### config.mk
export PLATFORM = sky130hd
export DESIGN_NAME = calc_1
export DESIGN_NICKNAME = d
export VERILOG_FILES = /design/src/rtl/calc_1_pkg.sv /design/src/rtl/calc_1_port.sv /design/src/rtl/calc_1.sv
export SDC_FILE = /design/constraint.sdc
export NUM_CORES = 2
export LEC_CHECK = 0
export CAP_MARGIN = 20
export CORE_MARGIN = 2
export CORE_UTILIZATION = 32
export DETAILED_ROUTE_END_ITERATION = 10
export GPL_TIMING_DRIVEN = 0
export PLACE_DENSITY = 0.58
export SYNTH_ARGS = -nofsm -noshare
export SYNTH_HDL_FRONTEND = slang
export SYNTH_SLANG_ARGS = --single-unit
### constraint.sdc
create_clock -name c_clk -period 10.3 [get_ports c_clk]
set_clock_uncertainty 0.2 [all_clocks]
set_input_delay 3.09 -clock c_clk [delete_from_list [all_inputs] [get_ports c_clk]]
set_output_delay 3.09 -clock c_clk [all_outputs]
set_load 0.05 [all_outputs]
### src/rtl/calc_1_pkg.sv
`default_nettype none
// ============================================================================
// Module   : calc_1_pkg
// Purpose  : Shared encodings, widths and the per-port ALU function used by
//            the calc_1 request/response calculator.
// Contents : DATA_W/CMD_W/RESP_W/SHAMT_W widths, cmd_e / resp_e / state_e
//            enums, result_t struct, alu() combinational helper.
// Revision : 1.0 - initial release
// ============================================================================
package calc_1_pkg;

  localparam int DATA_W  = 32;
  localparam int CMD_W   = 4;
  localparam int RESP_W  = 2;
  localparam int SHAMT_W = 5;

  typedef enum logic [CMD_W-1:0] {
    CMD_NOP = 4'd0,
    CMD_ADD = 4'd1,
    CMD_SUB = 4'd2,
    CMD_SHL = 4'd5,
    CMD_SHR = 4'd6
  } cmd_e;

  typedef enum logic [RESP_W-1:0] {
    RESP_NONE = 2'd0,
    RESP_OK   = 2'd1,
    RESP_ERR  = 2'd2
  } resp_e;

  typedef enum logic {
    ST_IDLE     = 1'b0,
    ST_WAIT_OP2 = 1'b1
  } state_e;

  typedef struct packed {
    logic [DATA_W-1:0] data;
    resp_e             resp;
  } result_t;

  // Any failing operation (overflow, underflow, unknown opcode) returns zero
  // data so downstream logic never sees a partial result.
  function automatic result_t alu(input logic [CMD_W-1:0]  cmd,
                                  input logic [DATA_W-1:0] op1,
                                  input logic [DATA_W-1:0] op2);
    result_t         res;
    logic [DATA_W:0] sum;
    sum      = {1'b0, op1} + {1'b0, op2};
    res.data = '0;
    res.resp = RESP_ERR;
    case (cmd)
      CMD_ADD: begin
        if (!sum[DATA_W]) begin
          res.data = sum[DATA_W-1:0];
          res.resp = RESP_OK;
        end
      end
      CMD_SUB: begin
        if (op2 <= op1) begin
          res.data = op1 - op2;
          res.resp = RESP_OK;
        end
      end
      CMD_SHL: begin
        res.data = op1 << op2[SHAMT_W-1:0];
        res.resp = RESP_OK;
      end
      CMD_SHR: begin
        res.data = op1 >> op2[SHAMT_W-1:0];
        res.resp = RESP_OK;
      end
      default: begin
        res.data = '0;
        res.resp = RESP_ERR;
      end
    endcase
    return res;
  endfunction

endpackage
`default_nettype wire

### src/rtl/calc_1_port.sv
`default_nettype none
// ============================================================================
// Module   : calc_port
// Purpose  : One independent calculator port: two-state FSM capturing the
//            command and operand 1, then operand 2, producing a one-cycle
//            registered result/response pulse.
// Ports    : clk     - rising-edge clock
//            rst     - synchronous active-high reset
//            i_cmd   - command ([0:3], bit 0 = MSB)
//            i_data  - operand ([0:31], bit 0 = MSB)
//            o_data  - result, nonzero only in the response cycle
//            o_resp  - response code, nonzero only in the response cycle
// Revision : 1.0 - initial release
// ============================================================================
module calc_port
  import calc_1_pkg::*;
(
  input  logic              clk,
  input  logic              rst,
  input  logic [0:CMD_W-1]  i_cmd,
  input  logic [0:DATA_W-1] i_data,
  output logic [0:DATA_W-1] o_data,
  output logic [0:RESP_W-1] o_resp
);

  state_e            r_state;
  state_e            w_state_next;
  logic [CMD_W-1:0]  r_cmd;
  logic [DATA_W-1:0] r_op1;
  logic [DATA_W-1:0] r_data;
  resp_e             r_resp;
  logic              w_capture;
  logic              w_fire;
  result_t           w_res;

  always_comb begin
    w_state_next = r_state;
    w_capture    = 1'b0;
    w_fire       = 1'b0;
    case (r_state)
      ST_IDLE: begin
        if (i_cmd != '0) begin
          w_state_next = ST_WAIT_OP2;
          w_capture    = 1'b1;
        end
      end
      ST_WAIT_OP2: begin
        // The command input is deliberately ignored here; operand 2 is
        // consumed and the port is free again on the very next edge.
        w_state_next = ST_IDLE;
        w_fire       = 1'b1;
      end
      default: w_state_next = ST_IDLE;
    endcase
  end

  // Operand 2 is used straight off the input bus, never stored.
  assign w_res = alu(r_cmd, r_op1, i_data);

  always_ff @(posedge clk) begin
    if (rst) begin
      r_state <= ST_IDLE;
      r_cmd   <= '0;
      r_op1   <= '0;
      r_data  <= '0;
      r_resp  <= RESP_NONE;
    end else begin
      r_state <= w_state_next;
      if (w_capture) begin
        r_cmd <= i_cmd;
        r_op1 <= i_data;
      end
      // Outputs self-clear so the result is a single-cycle pulse.
      r_data <= w_fire ? w_res.data : '0;
      r_resp <= w_fire ? w_res.resp : RESP_NONE;
    end
  end

  assign o_data = r_data;
  assign o_resp = r_resp;

endmodule
`default_nettype wire

### src/rtl/calc_1.sv
`default_nettype none
// ============================================================================
// Module   : calc_1
// Purpose  : Four-port request/response calculator. Each port is an
//            independent calc_port; there is no shared arbitration.
// Ports    : out_data1..4  - per-port result ([0:31], bit 0 = MSB)
//            out_resp1..4  - per-port response (0 none, 1 ok, 2 error)
//            c_clk         - rising-edge clock
//            reqN_cmd_in   - per-port command ([0:3])
//            reqN_data_in  - per-port operand ([0:31])
//            reset         - [1:7] synchronous reset, any bit set resets
// Revision : 1.0 - initial release
// ============================================================================
module calc_1
  import calc_1_pkg::*;
(
  output logic [0:DATA_W-1] out_data1,
  output logic [0:DATA_W-1] out_data2,
  output logic [0:DATA_W-1] out_data3,
  output logic [0:DATA_W-1] out_data4,
  output logic [0:RESP_W-1] out_resp1,
  output logic [0:RESP_W-1] out_resp2,
  output logic [0:RESP_W-1] out_resp3,
  output logic [0:RESP_W-1] out_resp4,
  input  logic              c_clk,
  input  logic [0:CMD_W-1]  req1_cmd_in,
  input  logic [0:DATA_W-1] req1_data_in,
  input  logic [0:CMD_W-1]  req2_cmd_in,
  input  logic [0:DATA_W-1] req2_data_in,
  input  logic [0:CMD_W-1]  req3_cmd_in,
  input  logic [0:DATA_W-1] req3_data_in,
  input  logic [0:CMD_W-1]  req4_cmd_in,
  input  logic [0:DATA_W-1] req4_data_in,
  input  logic [1:7]        reset
);

  logic w_rst;

  // Any asserted reset bit holds every port in reset.
  assign w_rst = |reset;

  calc_port u_port1 (
    .clk    (c_clk),
    .rst    (w_rst),
    .i_cmd  (req1_cmd_in),
    .i_data (req1_data_in),
    .o_data (out_data1),
    .o_resp (out_resp1)
  );

  calc_port u_port2 (
    .clk    (c_clk),
    .rst    (w_rst),
    .i_cmd  (req2_cmd_in),
    .i_data (req2_data_in),
    .o_data (out_data2),
    .o_resp (out_resp2)
  );

  calc_port u_port3 (
    .clk    (c_clk),
    .rst    (w_rst),
    .i_cmd  (req3_cmd_in),
    .i_data (req3_data_in),
    .o_data (out_data3),
    .o_resp (out_resp3)
  );

  calc_port u_port4 (
    .clk    (c_clk),
    .rst    (w_rst),
    .i_cmd  (req4_cmd_in),
    .i_data (req4_data_in),
    .o_data (out_data4),
    .o_resp (out_resp4)
  );

endmodule
`default_nettype wire

# After elaboration in Yosys (flattened, before gate mapping)
# Index checks and enable logic that the tools add are counted.
[word_totals] input_bits=152 register_bits=284
[classes] n_mux=28 reduce_logical=9 n_lt_le_gt_ge=4 addsub=8 shift=8 bitwise=8 eq_ne=16
[op_table] cell="case mux 34 bit (4 select lines)" count=4
[op_table] cell="two-way mux 34 bit" count=8
[op_table] cell="adder 32 x 32 -> 33 bit" count=4
[op_table] cell="less-or-equal comparator 32 bit" count=4
[op_table] cell="left shift 32 x 5 -> 32 bit" count=4
[op_table] cell=">> shifter 32 x 5 -> 32 bit" count=4
[op_table] cell="subtractor 32 bit" count=4
[op_table] cell="equality test 4 x 3 -> 1 bit, second input constant" count=8
[op_table] cell="OR reduction 8 bit" count=4
[op_table] cell="equality test 4 x 1 -> 1 bit, second input constant" count=4
[op_table] cell="equality test 4 x 2 -> 1 bit, second input constant" count=4
[op_table] cell="nonzero test 4 bit" count=4
[op_table] cell="two-way mux 1 bit" count=12
[op_table] cell="inverter 1 bit" count=8
[op_table] cell="case mux 1 bit (2 select lines)" count=4
[op_table] cell="OR reduction 7 bit" count=1

# Logic depth before layout (Yosys ltp)
[depth] depth_word=3 depth_mapped=19 depth_no_buf=14

# Modules after synthesis
# A second synthesis with hierarchy kept.
[hier_totals] hier_cells=5324 area_unflattened_um2=37259.5
[by_module_without_submodules] mod="calc_port (u_port2 ...)" n_inst=3 area_each_um2=9260.1 seq_area_each_um2=1421.4 cells_per_inst=1338
[by_module_without_submodules] mod="calc_port (u_port1)" n_inst=1 area_each_um2=9464.1 seq_area_each_um2=1421.4 cells_per_inst=1307
[by_module_without_submodules] mod="calc_1" n_inst=1 area_each_um2=15.0 seq_area_each_um2=0.0 cells_per_inst=3

# Worst setup path before layout
# Ideal clock, no wire load.
[synth_path] path_type="input-to-reg" from="input req1_data_in[29] (netlist name)" to="register u_port1.r_data[28] (netlist: u_port1.o_data[3])" arrival_ps=7013 n_path_buf=6 required_ps=9972 path_slack_ps=2959 stages=18 path_cell_list="clkbuf_1 -> clkbuf_1 -> clkinv_1 -> clkbuf_1 -> clkbuf_1 -> ha_1 -> clkbuf_1 -> o21bai_1 -> o211ai_1 -> a31o_2 -> nor4_2 -> o31ai_1 -> o21ai_1 -> a31oi_1 -> buf_2 -> a221o_1 -> a211oi_1 -> nor2_1"
[synth_between] elab_chain_cells=3 elab_cells_between_ends=8 classes_between="add/sub: 2; order compare: 1; shift: 2; mux: 3"
[synth_lines] item="start, declared" line_no="calc_1.sv:27" rtl="input logic [0:DATA_W-1] req1_data_in,"
[synth_lines] item="subtractor 32 bit, or another cell as far along" line_no="calc_1_pkg.sv:60" rtl="res.data = op1 - op2;"
[synth_lines] item="two-way mux 34 bit (on tied branches)" line_no="calc_1_pkg.sv:59, calc_1_pkg.sv:53"
[synth_lines] item="case mux 34 bit (4 select lines) (*)" line_no="calc_1_pkg.sv:51" rtl="case (cmd)"
[synth_lines] item="end signal, assigned" line_no="calc_1_port.sv:74" rtl="r_data <= w_fire ? w_res.data : '0;"
[synth_lines] item="end, declared" line_no="calc_1_port.sv:30" rtl="logic [DATA_W-1:0] r_data;"
# Mark *: on every way between the ends. The rest lies on a longest branch, timed or not.
# A chain may end at the register's enable or synchronous reset.

# Worst setup path after layout
[layout_path] from="input req1_data_in[29] (netlist name)" to="register u_port1.r_data[10] (netlist: u_port1.o_data[21])"
# Same word-level chain as after synthesis.

==> results summary <==
The flow ran to the end, and the final reports show no timing, DRC or antenna violations. The post-cts sizing count came out at 0. The synthesized netlist occupies a cell area of 0.0358 mm². The total wirelength of the detailed-routed design came out at 186,000 µm.

The total half-perimeter wirelength after legalization and detailed placement is 150,000 µm. In the post-synthesis netlist, the biggest area contributors are sky130_fd_sc_hd__dfxtp_1 16%, sky130_fd_sc_hd__a21oi_1 9.8%, sky130_fd_sc_hd__ha_1 9.1%. The number of buffers inserted during clock tree synthesis is 38.

The proportion of netlist area held by the largest area contributor is 15.9%. The endpoint identified for the worst register-to-register timing path is u_port1.o_data[21]. Setup repair after global routing left no endpoint under its margin. Once placement finished, the instance area stood at 0.0406 mm². The synthesis-to-layout area growth came out at 17.0%.

The post-detailed-route via-to-cell ratio came out at 6.09. Of all cell types, the one taking the most synthesized area is sky130_fd_sc_hd__dfxtp_1. The total area inside the core boundary comes to around 0.11 mm².

The combinational power share is 24.0%. The summed negative setup slack over all endpoints is 0 ns. The tool flagged a number of max-cap violations equal to 0.

The startpoint identified for the worst register-to-register timing path is u_port1.r_op1[2]. The maximum clock insertion buffer count is 3. The path class of the tightest hold or removal check is register to register. Timing analysis after detailed placement gives a worst setup slack of -0.0419 ns.

Summing all flip-flop and latch instances after layout gives 0.00569 mm². The average footprint of a synthesized cell is 6.74 µm². Headroom to the max-slew limit came out at 26.0%. The number of global-route vias before repair is around 41,000. The die outline width came out at 339 µm. The clock sink count is between 200 and 300. The routed via count came out at between 40,000 and 50,000. The leakage power summed over all cells came out at approximately 16 nW. TritonCTS built the clock tree. The multi-input gate area in the final layout is around 0.028 mm². Counting distinct cell types in the post-synthesis netlist gives 96.

The global router's overall resource usage came out at 30.7%. The share of the core filled with cells came out at approximately 38%. The count of yosys warnings during synthesis is 0. The shortest period the worst path allows is 9.88 ns. Input and output buffers added on the ports amount to approximately 290. The fraction of registers with async set/reset is 0%.

The type of element capturing the critical path is a register. In the layout the commonest cells are 701 x sky130_fd_sc_hd__a21oi_1, 700 x sky130_fd_sc_hd__nor2_1, 630 x sky130_fd_sc_hd__nand2_1. Dividing total power by cell area gives a power density of just over 80 mW/mm².

The internal power contribution is 0.00226 W. After floorplanning, the core was divided into 122 placement rows. At the pin with the least slew margin, the transition time is 1.11 ns. Net switching is between 30% and 40% of the power.

The flop-to-flop setup slack came out at 5.22 ns. The max-slew violation count is 0. After detailed routing, the number of remaining DRC violations is 0. The fraction of power consumed by the clock network came out at 43.5%. The reported net switching power came out at 0.00115 W. Setup slack on the critical path of the routed design comes to 0.425 ns. The terminating pin of the worst hold path is u_port4.r_cmd[0].

For the worst setup path, the data required time is 10.56 ns. The detailed router finished its first iteration with approximately 5,600 violations. The first detailed-routing pass took 8 iterations.

STA classifies the critical path startpoint as an input pin. The later pin in the worst-skew pair is clocked with a latency of roughly 0.62 ns. The number of enable flip-flop cells after synthesis came out at 0. The post-route fraction of the period consumed by the critical path is 95.9%. The remaining global-route overflow came out at 0.

The part of the Yosys area used for sequential elements came out at 15.9%. The maximum operating frequency is slightly above 100 MHz. The layout has 12,000 filler cells. The final design instance area without fill is 0.0419 mm².

The depth of the worst register-to-register path came out at 13. The post-route antenna net violation count came out at 0. The maximum VDD drop came out at 0.111 mV. The final count of hold timing violations came out at 0. The synthesized netlist net count came out at 5,737.

The die outline area is roughly 0.11 mm². The H-tree generated during clock tree synthesis spans 2 levels. The endpoint arrival time on the critical path came out at 10.14 ns. Synthesis produced a netlist whose cell count is 5,317. The relative contribution of sequential cells to total power came out at around 33%. In this run, post-CTS hold repair placed 0 buffers. The most frequent standard cell in the layout excluding fill and tap cells is sky130_fd_sc_hd__a21oi_1. In this run the post-CTS setup repair buffer count came out at 0.

The first global-routing pass estimated between 200,000 and 300,000 µm of wire. In this run the worst path has a maximum fanout of 10. At the end of routability-driven placement, the weighted congestion stood at 1.06. The starting utilization of the core area is 32.3%. Clock tree synthesis selected as its root buffer the cell sky130_fd_sc_hd__clkbuf_16. The CTS clock-pin slew for the worst setup and hold paths is 0.06 ns. Setup violations remaining at the end of the flow were counted as 0. The die is about 340 µm tall. The worst hold path cell count is 2. The share of final-layout standard cells stronger than drive strength 1 came out at roughly 4.6%. Entering global routing, the biggest net connects 14 pins.

The startpoint identified for the worst hold timing path is u_port4.r_cmd[0]. The critical path class is input pin to register. In the final routed layout, each cell accounts on average for between 20 and 30 µm.

The most used flip-flop cell after synthesis is sky130_fd_sc_hd__dfxtp_1. The number of antenna violations at the first check in global routing is 17. The number of register bits inferred by synthesis is 284. The post-layout net count is 6,065. The number of primary I/O pins came out at 288.
[flip-flops by register name, summed over array words and instances (netlist names)]
name,count
u_port1.r_cmd,4
u_port2.o_data,32
u_port1.o_data,32
u_port2.o_resp,2
u_port2.r_cmd,4
u_port3.o_data,32
u_port3.r_op1,32
u_port2.r_op1,32
u_port4.r_state,1
u_port1.r_op1,32
u_port3.r_cmd,4
u_port4.o_data,32
u_port3.r_state,1
u_port2.r_state,1
u_port4.o_resp,2
u_port3.o_resp,2
u_port1.o_resp,2
u_port4.r_cmd,4
u_port4.r_op1,32
u_port1.r_state,1
[routing by layer]
metal / vias to the layer above / GRT usage, % / wire [µm]
met5: - / 0 / 129
li1: 19900 / - / -
met3: 455 / 7.09 / 19000
met1: 20800 / 41.7 / 79600
met4: 18 / 11.3 / 7930
met2: 2437 / 47.3 / 79000
[power groups by stage]
stage | combinational (W) | clock, W | sequential [W]
CTS | 0.000786 | 0.00153 | 0.00111
detailed placement | 0.000783 | 0 | 0.00113
global route | 0.000866 | 0.00156 | 0.00111
global placement | 0.000794 | 0 | 0.00113
finish | 0.000816 | 0.00148 | 0.00111
floorplan | 0.000474 | 0 | 0.00114
[worst max-delay path by stage]
stage,from,to,cells past startpoint
final,req1_data_in[29],u_port1.o_data[21],19
after global routing,req1_data_in[29],u_port1.o_data[21],19
after CTS,req1_data_in[29],u_port1.o_data[21],19
after detailed placement,req1_data_in[29],u_port1.o_data[21],19
after global placement,req1_data_in[29],u_port1.o_data[21],19
after floorplan,req1_data_in[29],u_port1.o_data[3],18
[logic make-up (layout without fill, tap and decap cells)]
| family | Yosys count | count (layout) | synth area share [%] |
|---|---|---|---|
| compound gates | 1910 | 1910 | 33.4 |
| xor+xnor | 114 | 114 | 2.79 |
| fa+ha+maj | 268 | 268 | 9.52 |
| buf+inv | 655 | 1009 | 7.09 |
| flops | 284 | 284 | 15.9 |
| mux | 269 | 269 | 9.24 |
| other cells | 0 | 3 | 0 |
| simple gates | 1817 | 1817 | 22.1 |
[synthesized netlist by cell type (11+ instances only)]
library cell               instances
sky130_fd_sc_hd__a21oi_1         701
sky130_fd_sc_hd__nor2_1          700
sky130_fd_sc_hd__nand2_1         630
sky130_fd_sc_hd__o21ai_0         349
sky130_fd_sc_hd__dfxtp_1         284
sky130_fd_sc_hd__clkbuf_1        277
sky130_fd_sc_hd__ha_1            260
sky130_fd_sc_hd__inv_1           259
sky130_fd_sc_hd__mux2i_1         179
sky130_fd_sc_hd__o22ai_1         131
sky130_fd_sc_hd__xnor2_1         102
sky130_fd_sc_hd__nand2b_1         89
sky130_fd_sc_hd__nor3_1           84
sky130_fd_sc_hd__a31oi_1          82
sky130_fd_sc_hd__a211oi_1         75
sky130_fd_sc_hd__a21o_1           69
sky130_fd_sc_hd__nand3_1          68
sky130_fd_sc_hd__buf_1            60
sky130_fd_sc_hd__o21bai_1         55
sky130_fd_sc_hd__o211ai_1         49
sky130_fd_sc_hd__mux2_2           45
sky130_fd_sc_hd__mux4_2           45
sky130_fd_sc_hd__nor2b_1          41
sky130_fd_sc_hd__nor4_1           41
sky130_fd_sc_hd__a22oi_1          40
sky130_fd_sc_hd__o31ai_1          40
sky130_fd_sc_hd__a221oi_1         39
sky130_fd_sc_hd__buf_2            39
sky130_fd_sc_hd__o221ai_1         36
sky130_fd_sc_hd__a221o_1          31
sky130_fd_sc_hd__and2_1           31
sky130_fd_sc_hd__and3_1           26
sky130_fd_sc_hd__or3_1            23
sky130_fd_sc_hd__o21a_1           21
sky130_fd_sc_hd__nand4_1          20
sky130_fd_sc_hd__or2_2            20
sky130_fd_sc_hd__o31a_1           15
sky130_fd_sc_hd__a311oi_1         13
sky130_fd_sc_hd__xor2_1           12
sky130_fd_sc_hd__a21boi_0         11
sky130_fd_sc_hd__a31o_2           11
[through the flow]
stage | power [W] | cells | hold WS, ns
after global placement | 0.00193 | 7092 | 0.254
final | 0.00340 | 7162 | 0.271
after detailed placement | 0.00191 | 7093 | 0.262
after CTS | 0.00342 | 7159 | 0.271
after floorplan | 0.00161 | 5317 | 0.245
after global routing | 0.00353 | 7159 | 0.304
[critical path, cell delays in order]
cell	delay, ns
sky130_fd_sc_hd__clkdlybuf4s50_1	0.50
sky130_fd_sc_hd__clkbuf_1	0.38
sky130_fd_sc_hd__clkbuf_1	0.60
sky130_fd_sc_hd__clkinv_1	0.45
sky130_fd_sc_hd__clkbuf_1	0.39
sky130_fd_sc_hd__clkbuf_1	0.37
sky130_fd_sc_hd__ha_1	0.37
sky130_fd_sc_hd__clkbuf_1	0.19
sky130_fd_sc_hd__nor2b_1	0.19
sky130_fd_sc_hd__o31a_1	0.28
sky130_fd_sc_hd__o21ai_1	0.29
sky130_fd_sc_hd__o31ai_1	0.22
sky130_fd_sc_hd__nor3_1	0.22
sky130_fd_sc_hd__o21ai_0	0.16
sky130_fd_sc_hd__a31oi_1	0.81
sky130_fd_sc_hd__clkbuf_1	0.62
sky130_fd_sc_hd__nor2_1	0.10
sky130_fd_sc_hd__a2111oi_0	0.75
sky130_fd_sc_hd__nor2_1	0.11
[final cells by class]
| type | instances | area share (%) |
|---|---|---|
| Antenna cell | 3 | 0.0179 |
| Buffer | 382 | 3.62 |
| Clock buffer | 48 | 2.58 |
| Clock inverter | 18 | 0.635 |
| Inverter | 273 | 2.44 |
| Multi-Input combinational cell | 4378 | 65.8 |
| Sequential cell | 284 | 13.6 |
| Tap cell | 1488 | 4.44 |
| Timing Repair Buffer | 288 | 6.88 |
No activity file was read; power rests on OpenSTA's default activity.
